$ cat src/rtl/pru_pkg.sv
// pru_pkg: shared types and field widths for the PRU command scheduler.
// Holds the shape encoding and the packed draw-command bundle.
package pru_pkg;

    localparam int COLOR_W = 2;
    localparam int ROW_W   = 10;
    localparam int COL_W   = 9;
    localparam int WIDTH_W = 10;
    localparam int HR_W    = 9;
    localparam int SHAPE_W = 2;

    typedef enum logic [SHAPE_W-1:0] {
        RECT   = 2'b00,
        CIRCLE = 2'b01
    } shape_e;

    typedef struct packed {
        logic [COLOR_W-1:0] color;
        logic [ROW_W-1:0]   row;
        logic [COL_W-1:0]   col;
        logic [WIDTH_W-1:0] width;
        logic [HR_W-1:0]    height_radius;
        logic [SHAPE_W-1:0] shape;
        logic               subtract;
    } pru_cmd_t;

endpackage

$ cat src/rtl/pru_cmd_fifo.sv
// pru_cmd_fifo: DEPTH-entry FIFO of draw commands with synchronous flush.
// Ports: clk, rst_n; push/push_data, pop/pop_data (head); flush; count, ready.
module pru_cmd_fifo
    import pru_pkg::*;
#(
    parameter int DEPTH = 4
) (
    input  logic                     clk,
    input  logic                     rst_n,
    input  logic                     push,
    input  pru_cmd_t                 push_data,
    input  logic                     pop,
    input  logic                     flush,
    output pru_cmd_t                 pop_data,
    output logic [$clog2(DEPTH):0]   count,
    output logic                     ready
);

    localparam int PW = $clog2(DEPTH);
    localparam int CW = PW + 1;
    localparam logic [CW-1:0] FULL = CW'(DEPTH);

    pru_cmd_t mem [DEPTH];

    logic [PW-1:0] wr_ptr;
    logic [PW-1:0] rd_ptr;
    logic          push_ok;
    logic          pop_ok;

    // Flush wins over both operations in the same edge.
    assign ready    = (count < FULL);
    assign push_ok  = push && ready && !flush;
    assign pop_ok   = pop && (count != '0) && !flush;
    assign pop_data = mem[rd_ptr];

    always_ff @(posedge clk) begin
        if (push_ok) begin
            mem[wr_ptr] <= push_data;
        end
    end

    always_ff @(posedge clk or negedge rst_n) begin
        if (!rst_n) begin
            wr_ptr <= '0;
            rd_ptr <= '0;
            count  <= '0;
        end else if (flush) begin
            wr_ptr <= '0;
            rd_ptr <= '0;
            count  <= '0;
        end else begin
            if (push_ok) begin
                wr_ptr <= wr_ptr + PW'(1);
            end
            if (pop_ok) begin
                rd_ptr <= rd_ptr + PW'(1);
            end
            case ({push_ok, pop_ok})
                2'b10:   count <= count + CW'(1);
                2'b01:   count <= count - CW'(1);
                default: count <= count;
            endcase
        end
    end

endmodule

$ cat src/rtl/pru_cmd_sched.sv
// pru_cmd_sched: queues draw commands and issues them one at a time to the
// PRU via start/busy/done, with a watchdog that aborts a stuck command.
// Ports: clk, rst_n; cmd_valid/cmd_ready + cmd_* (push side);
//   color..subtract, start (registered PRU drive); busy, done (PRU status);
//   flush, err_clr (control); queue_count, idle, err_timeout (status).
module pru_cmd_sched
    import pru_pkg::*;
#(
    parameter int DEPTH   = 4,
    parameter int TIMEOUT = 65535
) (
    input  logic                   clk,
    input  logic                   rst_n,
    input  logic                   cmd_valid,
    output logic                   cmd_ready,
    input  logic [COLOR_W-1:0]     cmd_color,
    input  logic [ROW_W-1:0]       cmd_row,
    input  logic [COL_W-1:0]       cmd_col,
    input  logic [WIDTH_W-1:0]     cmd_width,
    input  logic [HR_W-1:0]        cmd_height_radius,
    input  logic [SHAPE_W-1:0]     cmd_shape,
    input  logic                   cmd_subtract,
    output logic [COLOR_W-1:0]     color,
    output logic [ROW_W-1:0]       row,
    output logic [COL_W-1:0]       col,
    output logic [WIDTH_W-1:0]     width,
    output logic [HR_W-1:0]        height_radius,
    output logic [SHAPE_W-1:0]     shape_select,
    output logic                   subtract,
    output logic                   start,
    input  logic                   busy,
    input  logic                   done,
    input  logic                   flush,
    input  logic                   err_clr,
    output logic [$clog2(DEPTH):0] queue_count,
    output logic                   idle,
    output logic                   err_timeout
);

    localparam logic [1:0] S_IDLE  = 2'd0;
    localparam logic [1:0] S_ISSUE = 2'd1;
    localparam logic [1:0] S_WAIT  = 2'd2;

    // Watchdog fires on the TIMEOUT-th edge spent in ISSUE/WAIT.
    localparam logic [15:0] WD_LAST = 16'(TIMEOUT - 1);

    logic [1:0]  state;
    logic [15:0] wd;
    pru_cmd_t    push_cmd;
    pru_cmd_t    head_cmd;
    pru_cmd_t    cur;
    logic        pop;
    logic        running;
    logic        abort;

    assign push_cmd = '{
        color:         cmd_color,
        row:           cmd_row,
        col:           cmd_col,
        width:         cmd_width,
        height_radius: cmd_height_radius,
        shape:         cmd_shape,
        subtract:      cmd_subtract
    };

    pru_cmd_fifo #(
        .DEPTH(DEPTH)
    ) u_fifo (
        .clk       (clk),
        .rst_n     (rst_n),
        .push      (cmd_valid),
        .push_data (push_cmd),
        .pop       (pop),
        .flush     (flush),
        .pop_data  (head_cmd),
        .count     (queue_count),
        .ready     (cmd_ready)
    );

    assign pop     = (state == S_IDLE) && (queue_count != '0) && !flush;
    assign running = (state == S_ISSUE) || (state == S_WAIT);
    // A done arriving on the last WAIT cycle still completes normally.
    assign abort   = running && (wd == WD_LAST)
                     && !((state == S_WAIT) && done);
    assign idle    = (state == S_IDLE) && (queue_count == '0);

    assign color         = cur.color;
    assign row           = cur.row;
    assign col           = cur.col;
    assign width         = cur.width;
    assign height_radius = cur.height_radius;
    assign shape_select  = cur.shape;
    assign subtract      = cur.subtract;

    always_ff @(posedge clk or negedge rst_n) begin
        if (!rst_n) begin
            state       <= S_IDLE;
            cur         <= '0;
            start       <= 1'b0;
            wd          <= '0;
            err_timeout <= 1'b0;
        end else begin
            if (abort) begin
                err_timeout <= 1'b1;
            end else if (err_clr) begin
                err_timeout <= 1'b0;
            end

            case (state)
                S_IDLE: begin
                    if (pop) begin
                        cur   <= head_cmd;
                        start <= 1'b1;
                        wd    <= '0;
                        state <= S_ISSUE;
                    end
                end
                S_ISSUE: begin
                    if (abort) begin
                        start <= 1'b0;
                        wd    <= '0;
                        state <= S_IDLE;
                    end else begin
                        wd <= wd + 16'd1;
                        if (busy || done) begin
                            start <= 1'b0;
                            state <= S_WAIT;
                        end
                    end
                end
                S_WAIT: begin
                    if (abort) begin
                        wd    <= '0;
                        state <= S_IDLE;
                    end else if (done) begin
                        wd    <= '0;
                        state <= S_IDLE;
                    end else begin
                        wd <= wd + 16'd1;
                    end
                end
                default: begin
                    start <= 1'b0;
                    state <= S_IDLE;
                end
            endcase
        end
    end

endmodule
$ cat config.mk
export PLATFORM = sky130hd
export DESIGN_NAME = pru_cmd_sched
export DESIGN_NICKNAME = d
export VERILOG_FILES = /design/src/rtl/pru_pkg.sv /design/src/rtl/pru_cmd_fifo.sv /design/src/rtl/pru_cmd_sched.sv
export SDC_FILE = /design/constraint.sdc
export NUM_CORES = 1
export LEC_CHECK = 0
export CORE_MARGIN = 2
export CORE_UTILIZATION = 43
export DETAILED_ROUTE_END_ITERATION = 10
export DONT_BUFFER_PORTS = 1
export PLACE_DENSITY_LB_ADDON = 0.12
export SYNTH_ARGS = -nofsm -noshare
export SYNTH_HDL_FRONTEND = slang
export SYNTH_SLANG_ARGS = --single-unit
$ cat constraint.sdc
create_clock -name clk -period 7 [get_ports clk]
set_input_delay 1.4 -clock clk [delete_from_list [all_inputs] [get_ports clk]]
set_output_delay 1.4 -clock clk [all_outputs]
set_load 0.01 [all_outputs]
==> reports/results.txt, run 1 <==
In this run, synthesis produced a sequential element count of 242. The area growth from synthesis to layout is 11.6%. Mean routed wirelength per cell: 21.4 µm.

Critical path launch point type: a register. The logs give 574 for the layout net count and 1.08 mW for the switching power. The via count of the first global-routing pass was 4770. During placement, the flow inserted port buffers numbering 0. Worst hold-check path type: register to register.

Summing the areas of all fa, ha and maj instances in the mapped netlist gives 1.53% of the synthesized area. Counting distinct cell types in the post-synthesis netlist gives 48. By area, the combinational part of the netlist is dominated by multiplexers.

Counting every net in the synthesized netlist gives 560. The maximum root-to-sink buffer count is 3, and the slew at the pin with the worst max-slew slack is 0.937 ns. After synthesis the cells add up to 9460 µm². Summed over all cells, the static leakage comes to 3.62 nW. Level count of the clock H-tree: 1.

The run gives 0.184 mV as the peak ir drop on the vdd network. In the final layout, flip-flops and latches occupy 6920 µm². Setup repair after global routing left no endpoint under its margin. The clock-pin slew on the worst setup and hold paths is 0.06 ns, and the global-route wire length before repair is 27400 µm.

Wires add up to 17400 µm. In the routed layout, each cell is associated on average with a via count of 5.46. For this design, the CTS-stage hold fixing added 0 buffers. Buffers added to address setup during post-CTS repair amount to 0.

For the hold violation total from the final report, the log shows 0. The logs give 0.776 for the final RePlAce weighted congestion and 43.6% for the effective utilization at floorplan. The count of filler cells inserted in the layout is 1787, and the headroom to the max-slew limit is 37.6%. The row count was 54.

For the worst setup path, the data required time is 5.60 ns. After layout, the minimum clock period comes to 3.33 ns. The number of clock buffers added by TritonCTS is 26.

In this run the critical register-to-register path is launched from state[0]$_DFFE_PN0P_. The kind of end point of the critical path was an output port. The maximum achievable frequency was 301 MHz; the length of the first detailed-routing pass in iterations was 4. The critical path starts at state[0]$_DFFE_PN0P_.

The endpoint arrival time on the critical path came out at 1.93 ns. Overall power consumption after layout is estimated at 4.00 mW. 0 antenna diodes ended up in the layout.

The library cells used most frequently in the layout, excluding fill and tap cells, are sky130_fd_sc_hd__edfxtp_1, sky130_fd_sc_hd__dfrtp_1, sky130_fd_sc_hd__mux4_2. The detail route stage leaves a number of antenna-violating nets equal to 0. In the global route stage, overall resource usage came out at 15.2%. The count of pins over their slew limit was 0.

The internal power summed over all cells came out at 2.92 mW. The run finished with clean final reports. Yosys printed 0 warnings. The most critical setup path has its endpoint at idle. Counting flops with a built-in enable in the synthesized netlist gives 172. Across all register-to-register paths, the minimum setup slack is 4.49 ns.

The endpoint of the most critical register-to-register path is wd[2]$_DFFE_PN0P_. The dominant synthesized flop cell is sky130_fd_sc_hd__edfxtp_1. For this run, design rule violations remaining after detail routing come to 0.

The basic-gate share of the synthesized area counting and, or, nand and nor cells was 4.22%. The library cell used most frequently in the layout, excluding fill and tap cells, is sky130_fd_sc_hd__edfxtp_1. The fraction of synthesized area in multiplexers works out to 15.6%. After the first detailed-routing iteration, the DRC count stood at 299. The tools report the number of clock sinks as 242. Net switching is 27.0% of the power. Combinational cells account for 17.6% of the total power. The core region is 21700 µm².

Counting cells, the worst reg-to-reg path comes to 7. 100 I/O pins were placed. The final period utilization is 47.5%, and the clock latency on the worst-skew pair is 0.51 ns. The die is 152 µm tall.

Averaged over all synthesized cells, the footprint is 19.0 µm². The overall die width is 152 µm. For this design the ratio of total power to cell area is 379 nW/µm². The synthesized netlist devotes 0.370% of its cell area to XOR and XNOR gates. Synthesis handed over a netlist of 499 instances. TritonCTS built the clock tree. Number of vias in the routed layout: 4428.

The number of violations of the max-capacitance limit was 0; the global-route congestion overflow total was 0. For this run, asynchronously set or reset flops after synthesis account for 28.9%. For the footprint of the multi-input gates, the log shows 2390 µm².

The share of the Yosys chip area taken by registers is 73.1%. In the final layout, the share of cells above drive strength 1 is 26.6%. The initial antenna violation count was 0; the setup clock skew after layout was 0.00970 ns.

The run gives 31.7% as the clock power share. The post-CTS resize count was 0; the count of cells along the worst hold path was 1. The floorplan step defined a die boundary enclosing 23200 µm². Sequential cells burn 50.7% of the power. Entering global routing, the biggest net connects 71 pins.

Cell at the root of the clock tree: sky130_fd_sc_hd__clkbuf_16. The synthesized netlist devotes 3.52% of its cell area to compound gates. The peak fanout along the critical path was 6; the final setup TNS was 0 ns.

The tools report the final standard cell utilization of the core as 48.7%. The tools report the number of failing setup endpoints in the final timing report as 0. Classification of the worst setup path: register to output port.

After legalization and detailed placement, the total HPWL measured 9990 µm.
==> logic make-up (layout without fill, tap and decap cells) <==
logic type / Yosys count / after routing
AOI/OAI and AO/OA: 47 / 47
xor gates and xnor gates: 4 / 4
adders and majority gates: 11 / 11
buffers and inverters: 35 / 67
DFF: 242 / 242
muxes: 88 / 88
and+or+nand+nor: 72 / 72
==> metal layers <==
layer  global-route usage (%)  routed length, µm
met5                        0                  0
met4                     3.92                233
met3                     4.58               1220
met2                     25.9               8790
met1                     19.1               7120
==> per-stage QoR <==
stage               setup WS (ns)  hold WS, ns  cell area, µm²  cells
global route                 3.59        0.540           10600    811
detailed placement           3.67        0.511            9760    765
finish                       3.67        0.522           10600    811
global placement             3.78        0.488            9760    765
CTS                          3.65        0.522           10600    811
floorplan                    3.59        0.467            9460    499
==> cell usage after synthesis, types with 2 or more instances <==
library cell / n / area share, %
sky130_fd_sc_hd__mux2_2: 42 / 5.0
sky130_fd_sc_hd__and2_1: 9 / 0.60
sky130_fd_sc_hd__mux2_1: 2 / 0.24
sky130_fd_sc_hd__nand3_1: 8 / 0.42
sky130_fd_sc_hd__or2_2: 2 / 0.13
sky130_fd_sc_hd__inv_1: 15 / 0.60
sky130_fd_sc_hd__a221o_1: 3 / 0.32
sky130_fd_sc_hd__ha_1: 10 / 1.3
sky130_fd_sc_hd__o31ai_1: 7 / 0.56
sky130_fd_sc_hd__mux4_2: 43 / 10
sky130_fd_sc_hd__xnor2_1: 4 / 0.37
sky130_fd_sc_hd__dfrtp_1: 70 / 19
sky130_fd_sc_hd__clkbuf_1: 8 / 0.32
sky130_fd_sc_hd__nand4_1: 6 / 0.40
sky130_fd_sc_hd__nand2_1: 7 / 0.28
sky130_fd_sc_hd__edfxtp_1: 172 / 55
sky130_fd_sc_hd__a21oi_1: 9 / 0.48
sky130_fd_sc_hd__a22o_1: 4 / 0.37
sky130_fd_sc_hd__buf_2: 7 / 0.37
sky130_fd_sc_hd__buf_4: 5 / 0.40
sky130_fd_sc_hd__a22oi_1: 2 / 0.16
sky130_fd_sc_hd__nor2_2: 2 / 0.13
sky130_fd_sc_hd__nor3_1: 4 / 0.21
sky130_fd_sc_hd__and3_1: 3 / 0.20
sky130_fd_sc_hd__a21o_1: 2 / 0.16
sky130_fd_sc_hd__o21ai_0: 5 / 0.26
sky130_fd_sc_hd__a31oi_1: 6 / 0.40
sky130_fd_sc_hd__nor2_1: 17 / 0.67
sky130_fd_sc_hd__nor2b_1: 6 / 0.40
==> worst max-delay path: stages, from the launching register on <==
cell	delay [ns]
sky130_fd_sc_hd__dfrtp_1	0.41
sky130_fd_sc_hd__inv_1	0.09
sky130_fd_sc_hd__ha_1	0.25
sky130_fd_sc_hd__or4b_4	0.53
sky130_fd_sc_hd__inv_1	0.13
==> worst min-delay path by stage <==
stage | start | endpoint | slack, ns
final | wd[11]$_DFFE_PN0P_ | wd[11]$_DFFE_PN0P_ | 0.52
after global routing | wd[11]$_DFFE_PN0P_ | wd[11]$_DFFE_PN0P_ | 0.54
after CTS | wd[11]$_DFFE_PN0P_ | wd[11]$_DFFE_PN0P_ | 0.52
after detailed placement | wd[9]$_DFFE_PN0P_ | wd[9]$_DFFE_PN0P_ | 0.51
after global placement | wd[14]$_DFFE_PN0P_ | wd[14]$_DFFE_PN0P_ | 0.49
after floorplan | wd[15]$_DFFE_PN0P_ | wd[15]$_DFFE_PN0P_ | 0.47
==> cell type report <==
cell class | instances | share of cell area [%]
well taps | 280 | 3.32
clock inverters | 9 | 0.616
flip-flops and latches | 242 | 65.5
inverters | 15 | 0.533
clock buffers | 37 | 6.94
repair buffers | 6 | 0.426
multi-input cells | 222 | 22.6
==> power by group through the flow <==
stage | logic [mW] | clock network [mW] | registers (mW)
after floorplan | 0.663 | 0 | 1.94
after global placement | 0.704 | 0 | 2.06
after detailed placement | 0.720 | 0 | 2.07
after CTS | 0.724 | 1.31 | 2.04
after global routing | 0.776 | 1.37 | 2.07
final | 0.706 | 1.27 | 2.03
==> registers in the layout, indices dropped and copies added, names as in the netlist, 3 cells and up <==
name / flops
row: 10
col: 9
u_fifo.mem: 172
width: 10
wd: 16
u_fifo.count: 3
height_radius: 9
(Power assumes the default switching activity.)
==> run 2: changes to the inputs <==
==> constraint.sdc (replaced) <==
create_clock -name clk -period 3.3 [get_ports clk]
set_input_delay 0.66 -clock clk [delete_from_list [all_inputs] [get_ports clk]]
set_output_delay 0.66 -clock clk [all_outputs]
set_load 0.01 [all_outputs]
==> reports/results.txt, run 2 (synthesized netlist as in run 1, its figures left out) <==
The worst hold-check path type was primary input to async pin (was register to register). The critical path launch point type is a register (unchanged). After layout, the minimum clock period comes to 2.62 ns. The initial antenna violation count is 0 (unchanged).

The leakage dissipation was 3.73 nW (was 3.62 nW); the overall die width was 152 µm (unchanged). The count of antenna diodes in the layout was 0 (unchanged). Most numerous cell on the critical path: sky130_fd_sc_hd__inv_1 (unchanged). Classification of the worst setup path: register to output port (unchanged). For the total global-route track usage, the log shows 15.5% (was 15.2%). The level count of the clock H-tree is 1 (unchanged), and the port buffer count is 0 (unchanged). The tools report the cell at the root of the clock tree as sky130_fd_sc_hd__clkbuf_16 (unchanged). Crit-path cells: inv_1 -> ha_1 -> or4b_4 -> inv_1 (unchanged).

The post-detailed-route via-to-cell ratio is 5.55 (was 5.46), and the mean routed wirelength per cell is 21.8 µm (was 21.4 µm). The largest delay contributor family on the critical path was simple AND/OR/NAND/NOR gates (unchanged). The worst endpoint required time came out at 2.64 ns (was 5.60 ns).

The maximum root-to-sink buffer count was 3 (unchanged). The worst hold slack across all endpoints came out at 0.0424 ns (was 0.522 ns). The run gives 0.676 ns (was 3.67 ns) as the worst-case setup margin in the final layout. The sum of buffers and inverters on the critical path is 2 (unchanged), and the flip-flop count of the largest register, all copies and words added is 172 (unchanged). The launch point of the worst reg-to-reg path was state[0]$_DFFE_PN0P_ (unchanged). The global-route congestion overflow total came out at 0 (unchanged). The peak ir drop on the vdd network was 0.484 mV (was 0.184 mV); the fraction of final layout cells with drive strength greater than 1 was 28.6% (was 26.6%). Final period utilization: 79.5%. The logs give 0.759 (was 0.776) for the final RePlAce weighted congestion and 0 (unchanged) for the post-route antenna net violation count.

Registers with the highest flip-flop counts: u_fifo.mem (172), wd (16) (unchanged). Global-route wire length before repair: 28000 µm (was 27400 µm). Setup repair after global routing left no endpoint under its margin. For the final setup TNS, the log shows 0 ns (unchanged). The endpoint of the most critical register-to-register path was width[2]$_DFFE_PN0P_ (was wd[2]$_DFFE_PN0P_). The layout net count was 580 (was 574); the post-CTS resize count was 0 (unchanged). For the total die area, the log shows 23200 µm² (unchanged). The logs give 0 (unchanged) for the count of pins over their slew limit and 26 (unchanged) for the number of clock buffers inserted by TritonCTS.

The leading cell type in the layout, fill and taps excluded is sky130_fd_sc_hd__edfxtp_1 (unchanged). The run gives 59.0% (was 37.6%) as the headroom to the max-slew limit. The slew at the pin with the worst max-slew slack works out to 0.614 ns (was 0.937 ns).

TritonCTS built the clock tree. The top register by number of flip-flops is u_fifo.mem (unchanged). The run gives 0.0110 ns (was 0.00970 ns) as the setup clock skew after layout. The highest-delay cell along the critical path was sky130_fd_sc_hd__or4b_4 (unchanged). The kind of end point of the critical path is an output port (unchanged). The footprint of the multi-input gates was 2390 µm² (unchanged); the row count was 54 (unchanged). The path depth of the worst reg2reg path was 6 (was 7); the total wirelength of the detailed-routed design was 17800 µm (was 17400 µm). The sum of net half-perimeters after detailed placement is 11000 µm (was 9990 µm), and the count of boundary I/O pins is 100 (unchanged).

The vertical die dimension was 152 µm (unchanged). The hold buffer count at cts was 1 (was 0); the worst slack after detailed placement was 0.883 ns (was 3.67 ns). The number of violations of the max-capacitance limit is 0 (unchanged).

The total power density per cell area was 830 nW/µm² (was 379 nW/µm²); the number of vias in the routed layout was 4547 (was 4428). The clock latency on the worst-skew pair came out at 0.52 ns (was 0.51 ns). The largest stage delay on the critical path is 0.54 ns (was 0.53 ns), and the reg-to-reg setup timing slack is 0.92 ns (was 4.49 ns). The count of filler cells inserted in the layout is 1763 (was 1787), and the maximum achievable frequency is 381 MHz. The clock-pin slew on the worst setup and hold paths came out at 0.06 ns (about the same).

The via count of the first global-routing pass came out at 4793 (was 4770). Pin count of the biggest net entering global routing: 71 (unchanged). Peak fanout along the critical path: 6 (unchanged).

For the register area, the log shows 6920 µm² (unchanged). The effective utilization at floorplan is 43.6% (unchanged). The number of failing setup endpoints in the final timing report is 0 (unchanged), and the length of the first detailed-routing pass in iterations is 4 (unchanged).

Signed area change from the synthesized netlist to the final layout: 14.6% (was 11.6%). The run gives 244 (was 299) as the violation count after the first detailed-routing iteration. The endpoint arrival time on the critical path was 1.96 ns (was 1.93 ns); the buffers inserted during post-CTS setup optimization was 0 (unchanged). The logs give 0 (unchanged) for the remaining routing DRC violations and 242 (unchanged) for the number of clock sinks.

Commonest non-fill, non-tap cells in the layout: sky130_fd_sc_hd__edfxtp_1, sky130_fd_sc_hd__dfrtp_1, sky130_fd_sc_hd__mux4_2 (unchanged). The run gives 0 (unchanged) as the hold violation total from the final report. The run gives 21700 µm² (unchanged) as the area inside the core boundary. The run finished with clean final reports.
## run 2: cell types whose count changed in the layout (fill, tap and decap cells not counted), sizes merged
cell / before / now
buf: 6 / 12
clkinvlp: 0 / 3
clkinv: 8 / 4
clkbuf: 37 / 36
bufinv: 1 / 5
## run 2: layer usage
| layer | share of wire [%] | routed length [µm] | GRT usage [%] | vias up |
|---|---|---|---|---|
| li1 | - | - | - | 2012 |
| met1 | 42 | 7510 | 20.2 | 2411 |
| met2 | 49 | 8760 | 25.5 | 98 |
| met3 | 6.7 | 1190 | 4.61 | 26 |
| met4 | 2.1 | 378 | 4.32 | 0 |
| met5 | 0 | 0 | 0 | - |
## run 2: worst max path at each step
| stage | endpoint | slack (ns) | start | cells after the start |
|---|---|---|---|---|
| final | idle | 0.68 | state[0]$_DFFE_PN0P_ | 4 |
| after global routing | idle | 0.61 | state[1]$_DFFE_PN0P_ | 4 |
| after CTS | idle | 0.66 | state[1]$_DFFE_PN0P_ | 4 |
| after detailed placement | width[2]$_DFFE_PN0P_ | 0.88 | state[0]$_DFFE_PN0P_ | 6 |
| after global placement | height_radius[8]$_DFFE_PN0P_ | 1.0 | state[0]$_DFFE_PN0P_ | 6 |
| after floorplan | u_fifo.mem[0][0]$_DFFE_PP_ | 0.63 | cmd_valid | 4 |
## run 2: layout make-up
cell class / count / share of cell area, %
tap: 280 / 3.23
clock buffer: 36 / 6.91
timing repair buffer: 12 / 1.71
multi-input combinational: 222 / 22.0
clock inverter: 12 / 1.75
sequential: 242 / 63.8
inverter: 15 / 0.519
## run 2: where the power goes
part | internal, mW | total [mW] | leakage, nW | switching, mW
registers | 3.74 | 4.27 | 2.44 | 0.524
logic | 0.900 | 1.64 | 0.846 | 0.742
clock network | 1.97 | 3.09 | 0.449 | 1.12
## run 2: per-stage QoR
step / area (µm²) / total power, mW / util (%) / instances
after floorplan: 9460 / 5.53 / - / 499
after global placement: 9880 / 5.95 / 45.5 / 770
after detailed placement: 9880 / 6.00 / 45.5 / 770
after CTS: 10800 / 9.14 / 50.0 / 819
after global routing: 10800 / 9.44 / 50.0 / 819
final: 10800 / 9.00 / 50.0 / 819
## run 2: worst reg2reg max path: stages, from the launching register on
cell and delay (ns):
sky130_fd_sc_hd__dfrtp_1 0.42, sky130_fd_sc_hd__inv_1 0.10, sky130_fd_sc_hd__ha_1 0.26, sky130_fd_sc_hd__nand2b_1 0.27, sky130_fd_sc_hd__nor2_4 0.56, sky130_fd_sc_hd__buf_12 0.28
sky130_fd_sc_hd__mux2_2 0.37
==> run 3: changes to the inputs <==
==> constraint.sdc (replaced) <==
create_clock -name clk -period 2.7 [get_ports clk]
set_input_delay 0.54 -clock clk [delete_from_list [all_inputs] [get_ports clk]]
set_output_delay 0.54 -clock clk [all_outputs]
set_load 0.01 [all_outputs]
==> reports/results.txt, run 3 (synthesized netlist as in run 1, its figures left out) <==
The run finished with clean final reports. Crit-path cells: inv_1 -> ha_1 -> or4b_4 -> inv_1 (unchanged). The vertical die dimension was 152 µm (unchanged). TritonCTS built the clock tree.

The worst hold-check path type was primary input to register (was primary input to async pin). Final period utilization: 92.3%. The global-route congestion overflow total was 0 (unchanged). The effective utilization at floorplan was 43.6% (unchanged). For the hold violation total from the final report, the log shows 0 (unchanged).

The worst endpoint required time is 2.16 ns (was 2.64 ns), and the overall die width is 152 µm (unchanged). The run gives 0.0183 ns (was 0.0110 ns) as the setup clock skew after layout. The logs give 10800 µm² (about the same) for the post-layout instance area and 4 (unchanged) for the length of the first detailed-routing pass in iterations. Headroom to the max-slew limit: 70.9% (was 59.0%). Topmost layer with routed signal wires: met4 (unchanged). For the leakage dissipation, the log shows 3.71 nW (was 3.73 nW).

For the peak ir drop on the vdd network, the log shows 0.581 mV (was 0.484 mV). The mean routed wirelength per cell works out to 22.3 µm (was 21.8 µm). The largest stage delay on the critical path came out at 0.54 ns (about the same). The count of pins over their slew limit came out at 0 (unchanged). The clock-pin slew on the worst setup and hold paths was 0.06 ns (about the same); the detailed route wirelength on metal3 was 1380 µm (was 1190 µm). Classification of the worst setup path: register to output port (unchanged).

The tools report the number of clock buffers inserted by TritonCTS as 26 (unchanged). The post-route antenna net violation count came out at 0 (unchanged). The port buffer count is 0 (unchanged), and the clock power share is 31.3% (was 34.3%). Registers with the highest flip-flop counts: u_fifo.mem (172), wd (16) (unchanged). The via count of the first global-routing pass is 4952 (was 4793), and the number of violations of the max-capacitance limit is 0 (unchanged). The number of vias in the routed layout is 4550 (was 4547). The internal power summed over all cells was 7.65 mW (was 6.62 mW). The run gives 0 (unchanged) as the count of antenna diodes in the layout. Total global-route track usage: 16.1% (was 15.5%). The switching power was 2.98 mW (was 2.38 mW). The critical path launch point type is a register (unchanged). Top register by number of flip-flops: u_fifo.mem (unchanged).

The pin count of the biggest net entering global routing is 71 (unchanged). The clock latency on the worst-skew pair is 0.54 ns (was 0.52 ns). The leading cell type in the layout, fill and taps excluded is sky130_fd_sc_hd__edfxtp_1 (unchanged). The sum of net half-perimeters after detailed placement came out at 10900 µm (was 11000 µm).

The buffers inserted during post-CTS setup optimization is 0 (unchanged), and the remaining routing DRC violations is 0 (unchanged). The maximum root-to-sink buffer count came out at 3 (unchanged). Setup repair after global routing left no endpoint under its margin.

The total power density per cell area is 981 nW/µm² (was 830 nW/µm²). Commonest non-fill, non-tap cells in the layout: sky130_fd_sc_hd__edfxtp_1, sky130_fd_sc_hd__dfrtp_1, sky130_fd_sc_hd__mux4_2 (unchanged). The run gives 7370 µm (was 7510 µm) as the routed length on met1. The logs give 18400 µm (was 17800 µm) for the total wirelength of the detailed-routed design and 0.757 (was 0.759) for the final RePlAce weighted congestion. The power consumption was 10.6 mW (was 9.00 mW). The tools report the kind of end point of the critical path as an output port (unchanged).

The layout net count was 586 (was 580); the endpoint arrival time on the critical path was 1.95 ns (was 1.96 ns). The flip-flop count of the largest register, all copies and words added was 172 (unchanged). The peak fanout along the critical path came out at 6 (unchanged). Signed area change from the synthesized netlist to the final layout: 14.4% (was 14.6%). The total die area was 23200 µm² (unchanged). The area inside the core boundary was 21700 µm² (unchanged); the count of boundary I/O pins was 100 (unchanged).

The post-detailed-route via-to-cell ratio came out at 5.52 (was 5.55). The cell at the root of the clock tree is sky130_fd_sc_hd__clkbuf_16 (unchanged). The placed standard-cell area was 9980 µm² (was 9880 µm²). The sum of buffers and inverters on the critical path was 2 (unchanged); the row count was 54 (unchanged).

For the fraction of power consumed by combinational cells, the log shows 19.9% (was 18.3%). The slew at the pin with the worst max-slew slack was 0.436 ns (was 0.614 ns); the global-route wire length before repair was 29000 µm (was 28000 µm). The final critical path time including I/O delays and setup was 2.49 ns.

The number of clock sinks came out at 242 (unchanged). The run gives 1 (unchanged) as the level count of the clock H-tree. Highest-delay cell along the critical path: sky130_fd_sc_hd__or4b_4 (unchanged).

The initial antenna violation count came out at 0 (unchanged). The switching power share of the total was 28.0% (was 26.5%); the total met2 wirelength after detailed routing was 9250 µm (was 8760 µm). The final setup TNS was 0 ns (unchanged); the fraction of final layout cells with drive strength greater than 1 was 27.8% (was 28.6%).

The most numerous cell on the critical path was sky130_fd_sc_hd__inv_1 (unchanged). Timing would allow up to 401 MHz. The tools report the final standard cell utilization of the core as 49.9% (was 50.0%). The number of failing setup endpoints in the final timing report came out at 0 (unchanged). The largest delay contributor family on the critical path was simple AND/OR/NAND/NOR gates (unchanged). For the fraction of power consumed by sequential logic, the log shows 48.8% (was 47.4%). Violation count after the first detailed-routing iteration: 216 (was 244).
## run 3: through the flow
| step | std cells | setup slack [ns] | hold WS (ns) |
|---|---|---|---|
| 2_1_floorplan | 499 | 0.152 | 0.244 |
| 3_3_place_gp | 775 | 0.523 | 0.249 |
| 3_5_place_dp | 775 | 0.471 | 0.249 |
| 4_1_cts | 824 | 0.194 | 0.0491 |
| 5_1_grt | 824 | 0.112 | 0.0448 |
| 6_report | 824 | 0.207 | 0.0699 |
## run 3: worst register-to-register path, delay by kind of cell (launching register included)
kind	cells	cell delay [ns]
DFF	1	0.48
adders and majority gates	1	0.41
AOI/OAI and AO/OA	1	0.09
and+or+nand+nor	5	1.20
## run 3: worst paths after layout
kind | startpoint | endpoint | slack, ns | cells after the start
setup / recovery | state[0]$_DFFE_PN0P_ | idle | 0.21 | 4
hold / removal | flush | u_fifo.rd_ptr[0]$_DFFE_PN0P_ | 0.07 | 1
setup reg to reg | u_fifo.count[0]$_DFFE_PN0P_ | u_fifo.count[2]$_DFFE_PN0P_ | 0.46 | 7
hold reg to reg | wd[14]$_DFFE_PN0P_ | wd[14]$_DFFE_PN0P_ | 0.50 | 1
max in group asynchronous | rst_n | u_fifo.rd_ptr[0]$_DFFE_PN0P_ | 1.74 | 2
min in group asynchronous | rst_n | col[7]$_DFFE_PN0P_ | 0.62 | 2
## run 3: metal layers
layer | global-route usage [%] | vias up
li1 | - | 2025
met1 | 19.4 | 2390
met2 | 27.7 | 108
met3 | 5.92 | 27
met4 | 4.05 | 0
met5 | 0 | -
## run 3: power groups by stage
stage | clock network [mW] | logic (mW) | registers (mW)
after CTS | 3.43 | 2.16 | 5.22
after floorplan | 0 | 1.72 | 5.04
after detailed placement | 0 | 2.12 | 5.29
final | 3.32 | 2.11 | 5.19
after global placement | 0 | 2.07 | 5.28
after global routing | 3.57 | 2.31 | 5.28
## run 3: what timing repair did
| item | CTS | global route |
|---|---|---|
| hold endpoints to repair | 70 | 0 |
| gates resized for setup | 0 | 0 |
| hold buffers | 2 | 0 |
## run 3: final cells by class
| cell class | instances | area [µm²] |
|---|---|---|
| clock buffer | 34 | 701 |
| clock inverter | 13 | 113 |
| fill | 1746 | 10900 |
| inverter | 15 | 56.3 |
| multi-input combinational | 222 | 2390 |
| sequential | 242 | 6920 |
| tap | 280 | 350 |
| timing repair buffer | 18 | 295 |
